--- config.mk ---
export PLATFORM = sky130hd
export DESIGN_NAME = ddr3_dfi_sequencer
export DESIGN_NICKNAME = d
export VERILOG_FILES = /design/src/rtl/ddr3_dfi_sequencer.sv
export SDC_FILE = /design/constraint.sdc
export NUM_CORES = 1
export LEC_CHECK = 0
export BUFFER_PORTS_ARGS = -buffer_cell sky130_fd_sc_hd__buf_2
export CAP_MARGIN = 25
export CORE_MARGIN = 2
export CORE_UTILIZATION = 54
export DETAILED_ROUTE_END_ITERATION = 8
export GPL_TIMING_DRIVEN = 0
export PLACE_DENSITY = 0.92
export REMOVE_ABC_BUFFERS = 1
export SYNTH_ARGS = -nofsm -noshare
export SYNTH_HDL_FRONTEND = slang
export SYNTH_SLANG_ARGS = --single-unit
--- constraint.sdc ---
create_clock -name clock -period 5.85 [get_ports clock]
set_clock_uncertainty 0.2 [all_clocks]
set_input_delay 0.585 -clock clock [delete_from_list [all_inputs] [get_ports clock]]
set_output_delay 0.585 -clock clock [all_outputs]
set_load 0.005 [all_outputs]
--- src/rtl/ddr3_dfi_sequencer.sv ---
// rtl/ddr3_dfi_sequencer.sv - DDR3 DFI command sequencer with timing gates and BL8 burst scheduling
module ddr3_dfi_sequencer #(
  parameter int DDR3_WIDTH = 16,
  parameter int ADDR_BITS  = 14,
  parameter int WR_LAT     = 4,   // must be >= 2 (ODT opens one cycle before the first ready)
  parameter int RD_LAT     = 5,   // must be >= 1
  parameter int TRCD       = 6,
  parameter int TRP        = 6,
  parameter int TRFC       = 44,
  parameter int TWR        = 6,
  parameter int TWTR       = 4,
  parameter int TRTW       = 6
) (
  input  logic                      clock,
  input  logic                      reset,
  input  logic                      ctl_cke_i,
  input  logic                      ctl_rst_ni,
  input  logic                      cmd_valid_i,
  output logic                      cmd_ready_o,
  input  logic [2:0]                cmd_code_i,
  input  logic [2:0]                cmd_bank_i,
  input  logic [ADDR_BITS-1:0]      cmd_addr_i,
  input  logic                      wr_valid_i,
  output logic                      wr_ready_o,
  input  logic [2*DDR3_WIDTH/8-1:0] wr_mask_i,
  input  logic [2*DDR3_WIDTH-1:0]   wr_data_i,
  output logic                      rd_valid_o,
  output logic                      rd_last_o,
  output logic [2*DDR3_WIDTH-1:0]   rd_data_o,
  output logic                      wr_underrun_o,
  output logic                      dfi_cke_o,
  output logic                      dfi_rst_no,
  output logic                      dfi_cs_no,
  output logic                      dfi_ras_no,
  output logic                      dfi_cas_no,
  output logic                      dfi_we_no,
  output logic                      dfi_odt_o,
  output logic [2:0]                dfi_bank_o,
  output logic [ADDR_BITS-1:0]      dfi_addr_o,
  output logic                      dfi_wren_o,
  output logic [2*DDR3_WIDTH/8-1:0] dfi_mask_o,
  output logic [2*DDR3_WIDTH-1:0]   dfi_data_o,
  output logic                      dfi_rden_o,
  input  logic                      dfi_valid_i,
  input  logic [2*DDR3_WIDTH-1:0]   dfi_data_i
);

  localparam int DW  = 2 * DDR3_WIDTH;
  localparam int MW  = DW / 8;
  localparam int CW  = 8;
  localparam int A10 = 10;

  localparam logic [2:0] CMD_NOP   = 3'd0;
  localparam logic [2:0] CMD_ACT   = 3'd1;
  localparam logic [2:0] CMD_READ  = 3'd2;
  localparam logic [2:0] CMD_WRITE = 3'd3;
  localparam logic [2:0] CMD_PRE   = 3'd4;
  localparam logic [2:0] CMD_PREA  = 3'd5;
  localparam logic [2:0] CMD_REF   = 3'd6;
  localparam logic [2:0] CMD_MRS   = 3'd7;

  localparam logic [CW-1:0] ONE    = CW'(1);
  localparam logic [CW-1:0] LD_RCD = CW'(TRCD - 1);
  localparam logic [CW-1:0] LD_PRE = CW'(TRP - 1);
  localparam logic [CW-1:0] LD_REF = CW'(TRFC - 1);
  localparam logic [CW-1:0] LD_BST = CW'(3);
  localparam logic [CW-1:0] LD_RTW = CW'(TRTW - 1);
  localparam logic [CW-1:0] LD_WTR = CW'(WR_LAT + 4 + TWTR - 1);
  localparam logic [CW-1:0] LD_WR  = CW'(WR_LAT + 4 + TWR - 1);

  logic [CW-1:0] rcd_cnt, pre_cnt, ref_cnt, bst_cnt, rtw_cnt, wtr_cnt, wr_cnt;
  logic          cnt_all_zero;
  logic [2:0]    cmd_enc;
  logic [ADDR_BITS-1:0] addr_next;
  logic          issue, iss_act, iss_read, iss_write, iss_pre, iss_ref;

  // wr_hist[i] / rd_hist[i] set means a WRITE / READ was on DFI i cycles ago
  logic [WR_LAT+3:0] wr_hist;
  logic [RD_LAT+2:0] rd_hist;
  logic              odt_next, rden_next;
  logic [1:0]        rd_beat;

  function automatic logic [CW-1:0] step_cnt(input logic [CW-1:0] cnt,
                                             input logic load,
                                             input logic [CW-1:0] val);
    if (load)
      return val;
    else if (cnt != '0)
      return cnt - ONE;
    else
      return '0;
  endfunction

  assign cnt_all_zero = ~|{rcd_cnt, pre_cnt, ref_cnt, bst_cnt, rtw_cnt, wtr_cnt, wr_cnt};

  // Gate the request on the timing counters and build the DFI encoding / address for it
  always_comb begin
    cmd_ready_o = 1'b1;
    cmd_enc     = 3'b111;
    addr_next   = cmd_addr_i;
    case (cmd_code_i)
      CMD_NOP: begin
        cmd_ready_o = 1'b1;
        cmd_enc     = 3'b111;
      end
      CMD_ACT: begin
        cmd_ready_o = (pre_cnt == '0) && (ref_cnt == '0);
        cmd_enc     = 3'b011;
      end
      CMD_READ: begin
        cmd_ready_o    = (rcd_cnt == '0) && (wtr_cnt == '0) && (bst_cnt == '0);
        cmd_enc        = 3'b101;
        addr_next[A10] = 1'b0;
      end
      CMD_WRITE: begin
        cmd_ready_o    = (rcd_cnt == '0) && (rtw_cnt == '0) && (bst_cnt == '0);
        cmd_enc        = 3'b100;
        addr_next[A10] = 1'b0;
      end
      CMD_PRE: begin
        cmd_ready_o    = (wr_cnt == '0) && (bst_cnt == '0);
        cmd_enc        = 3'b010;
        addr_next[A10] = 1'b0;
      end
      CMD_PREA: begin
        cmd_ready_o    = (wr_cnt == '0) && (bst_cnt == '0);
        cmd_enc        = 3'b010;
        addr_next[A10] = 1'b1;
      end
      CMD_REF: begin
        cmd_ready_o = cnt_all_zero;
        cmd_enc     = 3'b001;
      end
      CMD_MRS: begin
        cmd_ready_o = cnt_all_zero;
        cmd_enc     = 3'b000;
      end
      default: begin
        cmd_ready_o = 1'b1;
        cmd_enc     = 3'b111;
      end
    endcase
  end

  assign issue     = cmd_valid_i & cmd_ready_o;
  assign iss_act   = issue && (cmd_code_i == CMD_ACT);
  assign iss_read  = issue && (cmd_code_i == CMD_READ);
  assign iss_write = issue && (cmd_code_i == CMD_WRITE);
  assign iss_pre   = issue && ((cmd_code_i == CMD_PRE) || (cmd_code_i == CMD_PREA));
  assign iss_ref   = issue && (cmd_code_i == CMD_REF);

  // Burst windows decoded from the issue history
  assign wr_ready_o = |wr_hist[WR_LAT+2:WR_LAT-1];
  assign odt_next   = |wr_hist[WR_LAT+3:WR_LAT-2];
  assign rden_next  = |rd_hist[RD_LAT+2:RD_LAT-1];

  // Timing down-counters: load on issue, otherwise count down and hold at zero
  always_ff @(posedge clock) begin
    if (reset) begin
      rcd_cnt <= '0;
      pre_cnt <= '0;
      ref_cnt <= '0;
      bst_cnt <= '0;
      rtw_cnt <= '0;
      wtr_cnt <= '0;
      wr_cnt  <= '0;
    end else begin
      rcd_cnt <= step_cnt(rcd_cnt, iss_act, LD_RCD);
      pre_cnt <= step_cnt(pre_cnt, iss_pre, LD_PRE);
      ref_cnt <= step_cnt(ref_cnt, iss_ref, LD_REF);
      bst_cnt <= step_cnt(bst_cnt, iss_read | iss_write, LD_BST);
      rtw_cnt <= step_cnt(rtw_cnt, iss_read, LD_RTW);
      wtr_cnt <= step_cnt(wtr_cnt, iss_write, LD_WTR);
      wr_cnt  <= step_cnt(wr_cnt, iss_write, LD_WR);
    end
  end

  // DFI command bus: accepted command for one cycle, deselect otherwise; CKE/RESET# pass through
  always_ff @(posedge clock) begin
    if (reset) begin
      dfi_cke_o  <= 1'b0;
      dfi_rst_no <= 1'b0;
      dfi_cs_no  <= 1'b1;
      dfi_ras_no <= 1'b1;
      dfi_cas_no <= 1'b1;
      dfi_we_no  <= 1'b1;
      dfi_bank_o <= '0;
      dfi_addr_o <= '0;
    end else begin
      dfi_cke_o  <= ctl_cke_i;
      dfi_rst_no <= ctl_rst_ni;
      if (issue) begin
        dfi_cs_no                            <= 1'b0;
        {dfi_ras_no, dfi_cas_no, dfi_we_no}  <= cmd_enc;
        dfi_bank_o                           <= cmd_bank_i;
        dfi_addr_o                           <= addr_next;
      end else begin
        dfi_cs_no                            <= 1'b1;
        {dfi_ras_no, dfi_cas_no, dfi_we_no}  <= 3'b111;
      end
    end
  end

  // Write path: issue history, ODT window and beat capture with underrun masking
  always_ff @(posedge clock) begin
    if (reset) begin
      wr_hist       <= '0;
      dfi_wren_o    <= 1'b0;
      dfi_odt_o     <= 1'b0;
      dfi_mask_o    <= '0;
      dfi_data_o    <= '0;
      wr_underrun_o <= 1'b0;
    end else begin
      wr_hist    <= {wr_hist[WR_LAT+2:0], iss_write};
      dfi_wren_o <= wr_ready_o;
      dfi_odt_o  <= odt_next;
      if (wr_ready_o && wr_valid_i) begin
        dfi_mask_o <= wr_mask_i;
        dfi_data_o <= wr_data_i;
      end else if (wr_ready_o) begin
        dfi_mask_o    <= {MW{1'b1}};
        dfi_data_o    <= '0;
        wr_underrun_o <= 1'b1;
      end else begin
        dfi_mask_o <= '0;
        dfi_data_o <= '0;
      end
    end
  end

  // Read path: read-enable window and registered PHY return with burst beat counting
  always_ff @(posedge clock) begin
    if (reset) begin
      rd_hist    <= '0;
      dfi_rden_o <= 1'b0;
      rd_valid_o <= 1'b0;
      rd_last_o  <= 1'b0;
      rd_data_o  <= '0;
      rd_beat    <= 2'd0;
    end else begin
      rd_hist    <= {rd_hist[RD_LAT+1:0], iss_read};
      dfi_rden_o <= rden_next;
      rd_valid_o <= dfi_valid_i;
      rd_data_o  <= dfi_data_i;
      rd_last_o  <= dfi_valid_i && (rd_beat == 2'd3);
      if (dfi_valid_i)
        rd_beat <= rd_beat + 2'd1;
    end
  end

endmodule

Yosys cells after proc, flatten, opt, wreduce, memory -nomap -nowiden
Index checks and enable logic that the tools add are counted.
Operators by class
  add/subtract/negate cells: 8
  reductions and logical operators: 47
  equal/unequal tests: 8
  muxes and demuxes: 20
  bitwise gates (word level): 11
Operators with widths (number)
  logical NOT 8 bit: 7
  nonzero test 8 bit: 7
  OR reduction 56 bit: 1
  subtractor 8 x 1 -> 8 bit, second input constant: 7
  2-to-1 mux 4 bit: 6
  OR reduction 3 bit: 8
  case mux 3 bit (7 select lines): 1
  2-to-1 mux 3 bit: 6
  logical AND 1 bit: 13
  equality test 3 bit, second input constant: 4
  2-to-1 mux 6 bit: 2
  NOT 1 bit: 9
  OR reduction 2 bit: 4
  OR reduction 4 bit: 2
  equality test 3 x 2 -> 1 bit, second input constant: 2
  case mux 1 bit (6 select lines): 1
  OR reduction 6 bit: 1
  2-to-1 mux 2 bit: 2
  equality test 3 x 1 -> 1 bit, second input constant: 1
  logical NOT 3 bit: 1
  adder 2 x 1 -> 2 bit, second input constant: 1
  equality test 2 bit, second input constant: 1
  case mux 1 bit (2 select lines): 1
  AND reduction 2 bit: 1
  other kinds (5): 5
Word-level totals
  register bits: 171
  output and inout port bits: 99

Depth between registers and ports, before layout
Gate-level depths: netlist of the first run.
  depth in word-level cells: 8
  gate-level depth with buffers: 10
  mapped depth without buffers: 8

Worst setup path after synthesis of the first run
Ideal clock, no wire load.
  path kind: reg-to-output
  from: reg rcd_cnt[5]
  to: out cmd_ready_o
  buffers on the path: 2
  data arrival time: 2252 ps
  data required time: 5065 ps
  stages on the path, launching flop included: 8
  slack: 2813 ps
  cells stage by stage: dfxtp_1 > or4_4 > or4b_1 > o31ai_2 > o2bb2ai_1 > buf_4 > buf_4 > and3_1
On the way
  longest elaborated chain between the ends: 4
  elaborated cells on any way between the ends: 8
RTL lines
  from (decl): line 71  | logic [CW-1:0] rcd_cnt, pre_cnt, ref_cnt, bst_cnt, rtw_cnt, wtr_cnt, wr_cnt;
  from (signal assigned): line 168  | rcd_cnt <= step_cnt(rcd_cnt, iss_act, LD_RCD);
  branches (longest 3 deep; another with OR reduction 56 bit)
  case mux 1 bit (6 select lines) *: line 101  | case (cmd_code_i)
  to (decl): line 19  | output logic cmd_ready_o,
Mark *: on every way between the ends.

Worst setup path in the final report of the first run
  from: reg rcd_cnt[3]
  to: out cmd_ready_o
The elaborated chain is that of the path after synthesis.

==> impl_metrics.json, run 1 <==
{
  "result_of_the_run": "completed",
  "std_cell_rows": 38,
  "worst_setup_slack_after_placement_ps": 1990,
  "totalPowerFinal_mw": 3.65,
  "yosysUniqueCellTypes": 43,
  "synth-compound-area-share_pct": 7.29,
  "htree_num_levels": 4,
  "design.portCount": 194,
  "cp_cell_sequence": "or4_4, or4b_1, o31ai_2, o2bb2ai_2, and3_1, buf_2",
  "ys.flop_type": "sky130_fd_sc_hd__dfxtp_1",
  "hpwlAfterDp_um": 9800,
  "power_leakage_nw": 3.60,
  "antenna_cells_inserted": 0,
  "globalRouteTotalUtil_pct": 24.4,
  "layout_common_cells": "192 x sky130_fd_sc_hd__buf_2, 171 x sky130_fd_sc_hd__dfxtp_1, 50 x sky130_fd_sc_hd__nor2b_1, 44 x sky130_fd_sc_hd__nor3_1, 36 x sky130_fd_sc_hd__and3_1",
  "placed_cells_incl_taps": 905,
  "final_util_pct": 70.9,
  "final-max-slew-violation-count": 0,
  "fmaxAchievable_mhz": 276,
  "synth_simple_gate_area_share_pct": 22.8,
  "rsz0062_at_grt": "no",
  "vias_per_cell": 5.36,
  "synth_fa_ha_area_share_pct": 3.12,
  "syn_to_final_growth_pct": 27.7,
  "grt_start_max_net_pins": 93,
  "dpl_cell_area_sq_um": 7080,
  "xor_and_xnor_fraction_of_the_mapped_netlist_area_pct": 6.25,
  "synth_enable_flop_cells": 0,
  "initialDrtViolationCount": 437,
  "clk_pin_slew_worst_paths_ps": 70,
  "stdcell_count": 937,
  "tritoncts_num_sinks": 171,
  "max_slew.worst_pin.slew_ps": 1020,
  "synth_top_family_by_area": "simple AND/OR/NAND/NOR gates",
  "cts_inserted_buffers": 17,
  "ys_seq_area_share_pct": 56.8,
  "critPathSlowestCell": "sky130_fd_sc_hd__or4_4",
  "synthesis.area_sq_um": 6020,
  "fin_hold_viols": 0,
  "synthCells": 599,
  "cellPowerDensity_nw_per_um2": 475,
  "synth_async_sr_flop_share_pct": 0,
  "io_buffer_count": 193,
  "grt_antenna_before_repair": 1,
  "worst_path_dominant_cell_family": "simple AND/OR/NAND/NOR gates",
  "crit_arrival_ps": 2840,
  "maxCapViolCount": 0,
  "die-height_um": 110,
  "postSynthRegisterBits": 171,
  "post_synth.cell_area_avg_sq_um": 10.1,
  "cts_post_setup_buffers_inserted": 0,
  "fp.coreArea_sq_um": 10800,
  "global_route.overflow_total": 0,
  "cts_hold_repair.buffers": 0,
  "multi_input_comb_area_sq_um": 2400,
  "timing.final.crit_share_pct": 62.0,
  "report.final.setup_viol": 0,
  "totalNegativeSetupSlack_ps": 0,
  "wire_per_inst_um": 15.7,
  "layout-drive-gt1-share_pct": 29.7,
  "cts_tree": "built",
  "whs_ps": 46.4,
  "cp-start-kind": "flop",
  "worst-path-buf-inv": 1,
  "final.min_clock_period_ps": 3620,
  "timing.critical_path.fanout_max": 5,
  "setup.worst_path.end_class": "output port",
  "hold_path_class": "primary input to flop",
  "starting_density_of_the_core_pct": 55.6,
  "register_area_sq_um": 3420,
  "vias_in_the_first_global_route": 4770,
  "irDropWorstVdd_uv": 294,
  "fillCellCount": 775,
  "critPathRequiredTime_ps": 5070,
  "drc_errors": 0,
  "cts_root_buffer": "sky130_fd_sc_hd__clkbuf_8",
  "drt-pass1-iter-count": 7,
  "layout_commonest_cell": "sky130_fd_sc_hd__buf_2",
  "design.final.nets": 894,
  "gpl.final_weighted_congestion": 0.834,
  "fp.dieArea_sq_um": 12000,
  "postLayoutSetupSlackWorst_ps": 2230,
  "ctsLongestPathBuffers": 2,
  "muxShareOfSynthArea_pct": 0.166,
  "grt_first_pass_wirelength_um": 22600,
  "critical_path_class": "flop to output port",
  "cpPeakStageDelay_ps": 540,
  "finalInstanceArea_sq_um": 7690,
  "floorplan.die.width_um": 110,
  "slew_headroom_pct": 32.1,
  "clk_latency_ps": 550,
  "drt-total-wl_um": 14700,
  "yosys_warnings": 0,
  "cts_repair_resize_count": 0,
  "via_count": 5021,
  "ant_nets": 0
}
## worst reg2reg max path: cells and delay by family, from the launching register on
family	cells	cell delay [ps]
flip-flops	1	350
AND/OR/NAND/NOR	5	2630
AO/OA/AOI/OAI	1	280
## worst paths after layout
kind             startpoint       endpoint  slack (ps)  cells after the start
min reg2reg      wr_hist[1]     wr_hist[2]         240                      1
max              rcd_cnt[3]    cmd_ready_o        2230                      6
max reg2reg      bst_cnt[3]     rtw_cnt[4]        2240                      6
min          dfi_data_i[17]  rd_data_o[17]          50                      2
## power breakdown
group | total (mW) | leakage [nW] | switching [mW] | internal (mW)
Combinational | 0.996 | 1.91 | 0.539 | 0.457
Sequential | 1.51 | 1.40 | 0.160 | 1.35
Clock | 1.15 | 0.290 | 0.507 | 0.639
Total | 3.65 | 3.60 | 1.21 | 2.45
## routing by layer
layer / vias up / global-route usage, % / routed length (um)
met5: - / 0 / 13
met4: 2 / 12.7 / 416
met3: 38 / 7.05 / 1050
met2: 199 / 41.8 / 7490
met1: 2363 / 27.3 / 5720
li1: 2419 / - / -
## cells in the mapped netlist, types with 2 or more instances
library cell,instances,area (sq um)
sky130_fd_sc_hd__xor2_1,16,140
sky130_fd_sc_hd__nand2_1,24,90.1
sky130_fd_sc_hd__dfxtp_1,171,3420
sky130_fd_sc_hd__buf_4,2,15.0
sky130_fd_sc_hd__nor4bb_1,2,20.0
sky130_fd_sc_hd__o32ai_1,14,123
sky130_fd_sc_hd__nand2b_1,3,18.8
sky130_fd_sc_hd__nor3b_1,6,45.0
sky130_fd_sc_hd__a21boi_0,3,22.5
sky130_fd_sc_hd__and3_1,36,225
sky130_fd_sc_hd__nor3_4,2,32.5
sky130_fd_sc_hd__or2_2,3,18.8
sky130_fd_sc_hd__nor2_1,34,128
sky130_fd_sc_hd__o221ai_1,2,17.5
sky130_fd_sc_hd__o21ai_0,21,105
sky130_fd_sc_hd__nor2b_1,50,313
sky130_fd_sc_hd__nand3_1,23,115
sky130_fd_sc_hd__clkbuf_1,23,86.3
sky130_fd_sc_hd__nor4b_1,4,35.0
sky130_fd_sc_hd__buf_1,2,7.51
sky130_fd_sc_hd__nor3_1,44,220
sky130_fd_sc_hd__a21oi_1,22,110
sky130_fd_sc_hd__ha_1,15,188
sky130_fd_sc_hd__inv_1,24,90.1
sky130_fd_sc_hd__xnor2_1,27,236
sky130_fd_sc_hd__nor4_1,9,56.3
## sequential cells by signal (all words and copies together), names as in the netlist, 2 cells and up
| register | flops |
|---|---|
| rd_hist | 8 |
| dfi_addr_o | 14 |
| dfi_bank_o | 3 |
| dfi_data_o | 32 |
| rd_beat | 2 |
| dfi_mask_o | 4 |
| wr_hist | 8 |
| wtr_cnt | 8 |
| ref_cnt | 8 |
| rcd_cnt | 8 |
| wr_cnt | 8 |
| rd_data_o | 32 |
| pre_cnt | 8 |
| rtw_cnt | 8 |
| bst_cnt | 8 |
## cells by family (layout without fill, tap and decap cells)
| family | after synthesis | after routing |
|---|---|---|
| multiplexers | 1 | 1 |
| AND/OR/NAND/NOR | 247 | 247 |
| XOR/XNOR | 43 | 43 |
| flip-flops | 171 | 171 |
| buffers and inverters | 53 | 251 |
| AO/OA/AOI/OAI | 69 | 69 |
| adder cells (fa/ha/maj) | 15 | 15 |
## layout make-up
class,count,area share (%)
clock inverters,14,2.31
well taps,140,2.28
flip-flops and latches,171,44.5
repair buffers,195,13.0
inverters,24,1.17
multi-input cells,375,31.2
clock buffers,18,5.56
(Power assumes the default switching activity.)
==> run 2: changes to the inputs <==
--- a/config.mk
+++ b/config.mk
@@ -8,10 +8,10 @@
 export BUFFER_PORTS_ARGS = -buffer_cell sky130_fd_sc_hd__buf_2
 export CAP_MARGIN = 25
 export CORE_MARGIN = 2
-export CORE_UTILIZATION = 54
+export CORE_UTILIZATION = 50
 export DETAILED_ROUTE_END_ITERATION = 8
 export GPL_TIMING_DRIVEN = 0
-export PLACE_DENSITY = 0.92
+export PLACE_DENSITY = 0.87
 export REMOVE_ABC_BUFFERS = 1
 export SYNTH_ARGS = -nofsm -noshare
 export SYNTH_HDL_FRONTEND = slang
==> constraint.sdc (replaced) <==
create_clock -name clock -period 3.6 [get_ports clock]
set_clock_uncertainty 0.2 [all_clocks]
set_input_delay 0.36 -clock clock [delete_from_list [all_inputs] [get_ports clock]]
set_output_delay 0.36 -clock clock [all_outputs]
set_load 0.005 [all_outputs]
==> run 2 against run 1 <==
Register-to-register slack got worse by 2200 ps. First-iteration DRC count up 65%. Non-clock buffer count is 83 higher. Highest routed layer is now met4. Global-route usage grew 3.2 points. Critical path depth is the same. Utilization is 0.87 points higher. Via count increased by 9.5%. Total power up 61%. Clock-buffer cell count decreased by 1. Setup slack lost 2200 ps. Final area grew 11%.
==> impl_metrics.json, run 2 (synthesis gave the netlist of run 1 again) <==
{
  "grt_first_pass_wirelength_um": 27300,
  "via_count": 5496,
  "fp.dieArea_sq_um": 12900,
  "io_buffer_count": 193,
  "hold_path_class": "primary input to flop",
  "clk_latency_ps": 440,
  "globalRouteTotalUtil_pct": 27.6,
  "htree_num_levels": 4,
  "fin_hold_viols": 0,
  "multi_input_comb_area_sq_um": 2420,
  "cts_root_buffer": "sky130_fd_sc_hd__clkbuf_16",
  "slew_headroom_pct": 33.0,
  "floorplan.die.width_um": 114,
  "drt-pass1-iter-count": 5,
  "drt-total-wl_um": 18200,
  "setup.worst_path.end_class": "output port",
  "timing.final.crit_share_pct": 98.7,
  "reg2reg_setup_slack_ps": 80,
  "ant_nets": 0,
  "result_of_the_run": "completed",
  "internal-power_mw": 3.91,
  "final_util_pct": 71.8,
  "cellPowerDensity_nw_per_um2": 690,
  "critical_path_class": "flop to output port",
  "maxCapViolCount": 0,
  "design.final.nets": 978,
  "layout-drive-gt1-share_pct": 26.9,
  "rsz0062_at_grt": "yes",
  "tritoncts_num_sinks": 171,
  "clock_power_share_pct": 29.4,
  "cts_tree": "built",
  "cts_inserted_buffers": 17,
  "fp.coreArea_sq_um": 11900,
  "initialDrtViolationCount": 720,
  "wire_per_inst_um": 17.6,
  "vias_in_the_first_global_route": 5348,
  "layout_common_cells": "192 x sky130_fd_sc_hd__buf_2, 171 x sky130_fd_sc_hd__dfxtp_1, 84 x sky130_fd_sc_hd__dlygate4sd3_1, 50 x sky130_fd_sc_hd__nor2b_1, 44 x sky130_fd_sc_hd__nor3_1",
  "design.portCount": 194,
  "power_leakage_nw": 3.92,
  "max_slew.worst_pin.slew_ps": 996,
  "finalInstanceArea_sq_um": 8520,
  "hpwlAfterDp_um": 9140,
  "sw_pwr_mw": 1.97,
  "final.min_clock_period_ps": 3550,
  "final-max-slew-violation-count": 0,
  "starting_density_of_the_core_pct": 50.8,
  "grt_start_max_net_pins": 93,
  "syn_to_final_growth_pct": 41.4,
  "cp-start-kind": "flop",
  "fillCellCount": 770,
  "grt_antenna_before_repair": 2,
  "report.final.setup_viol": 0,
  "crit_arrival_ps": 2990,
  "comb_power_share_pct": 28.7,
  "ctsLongestPathBuffers": 2,
  "register_area_sq_um": 3420,
  "layout_commonest_cell": "sky130_fd_sc_hd__buf_2",
  "die-height_um": 114,
  "irDropWorstVdd_uv": 407,
  "whs_ps": 12.0,
  "stdcell_count": 1031,
  "dpl_cell_area_sq_um": 7080,
  "switching_power_share_of_the_total_pct": 33.6,
  "clk_pin_slew_worst_paths_ps": 70,
  "placed_cells_incl_taps": 911,
  "cts_post_setup_buffers_inserted": 0,
  "drc_errors": 0,
  "critPathRequiredTime_ps": 3040,
  "fmaxAchievable_mhz": 281,
  "vias_per_cell": 5.33,
  "global_route.overflow_total": 0,
  "gpl.final_weighted_congestion": 0.799,
  "worst_setup_slack_after_placement_ps": 29.4,
  "totalNegativeSetupSlack_ps": 0,
  "sequentialPowerShare_pct": 41.8,
  "std_cell_rows": 40,
  "postLayoutSetupSlackWorst_ps": 46.0,
  "timing.critical_path.fanout_max": 10,
  "biggest_regs": "dfi_data_o x32, rd_data_o x32, dfi_addr_o x14",
  "totalPowerFinal_mw": 5.88
}
[run 2: cell type report]
type,instances,share of cell area [%]
Sequential cell,171,40.2
Multi-Input combinational cell,376,28.5
Timing Repair Buffer,278,21.4
Clock buffer,17,4.99
Clock inverter,15,1.62
Antenna cell,3,0.0881
Tap cell,147,2.16
Inverter,24,1.06
[run 2: final timing paths]
kind                                  start     endpoint  cells past startpoint
worst max register to register   wtr_cnt[0]   rtw_cnt[3]                      8
worst min register to register   rd_hist[0]   rd_hist[1]                      1
worst min-delay path            dfi_valid_i   rd_beat[0]                      3
worst max-delay path             rcd_cnt[5]  cmd_ready_o                      6
[run 2: repair_timing]
action,in CTS,in global routing
endpoints found under the hold margin,83,1
hold buffers,83,1
setup endpoints to repair,1,13
resized for setup,1,0
cloned,0,1
pin swaps,0,1
[run 2: critical path, cell delays in order, from the launching register on]
cell                        delay, ps
sky130_fd_sc_hd__dfxtp_1          320
sky130_fd_sc_hd__or4_4            560
sky130_fd_sc_hd__or4b_1           510
sky130_fd_sc_hd__o31ai_2          570
sky130_fd_sc_hd__o2bb2ai_4        270
sky130_fd_sc_hd__and3_1           220
sky130_fd_sc_hd__buf_2            110
[run 2: routing by layer]
metal	track usage [%]	part of all wire [%]
met1	29.0	37
met2	48.1	51
met3	7.33	6.8
met4	18.9	5.4
met5	0	0
[run 2: power groups by stage]
stage	logic [mW]	clock network (mW)	registers, mW
global route	1.89	1.83	2.49
floorplan	1.20	0	2.43
CTS	1.64	1.73	2.45
detailed placement	1.54	0	2.48
global placement	1.48	0	2.47
finish	1.69	1.73	2.46
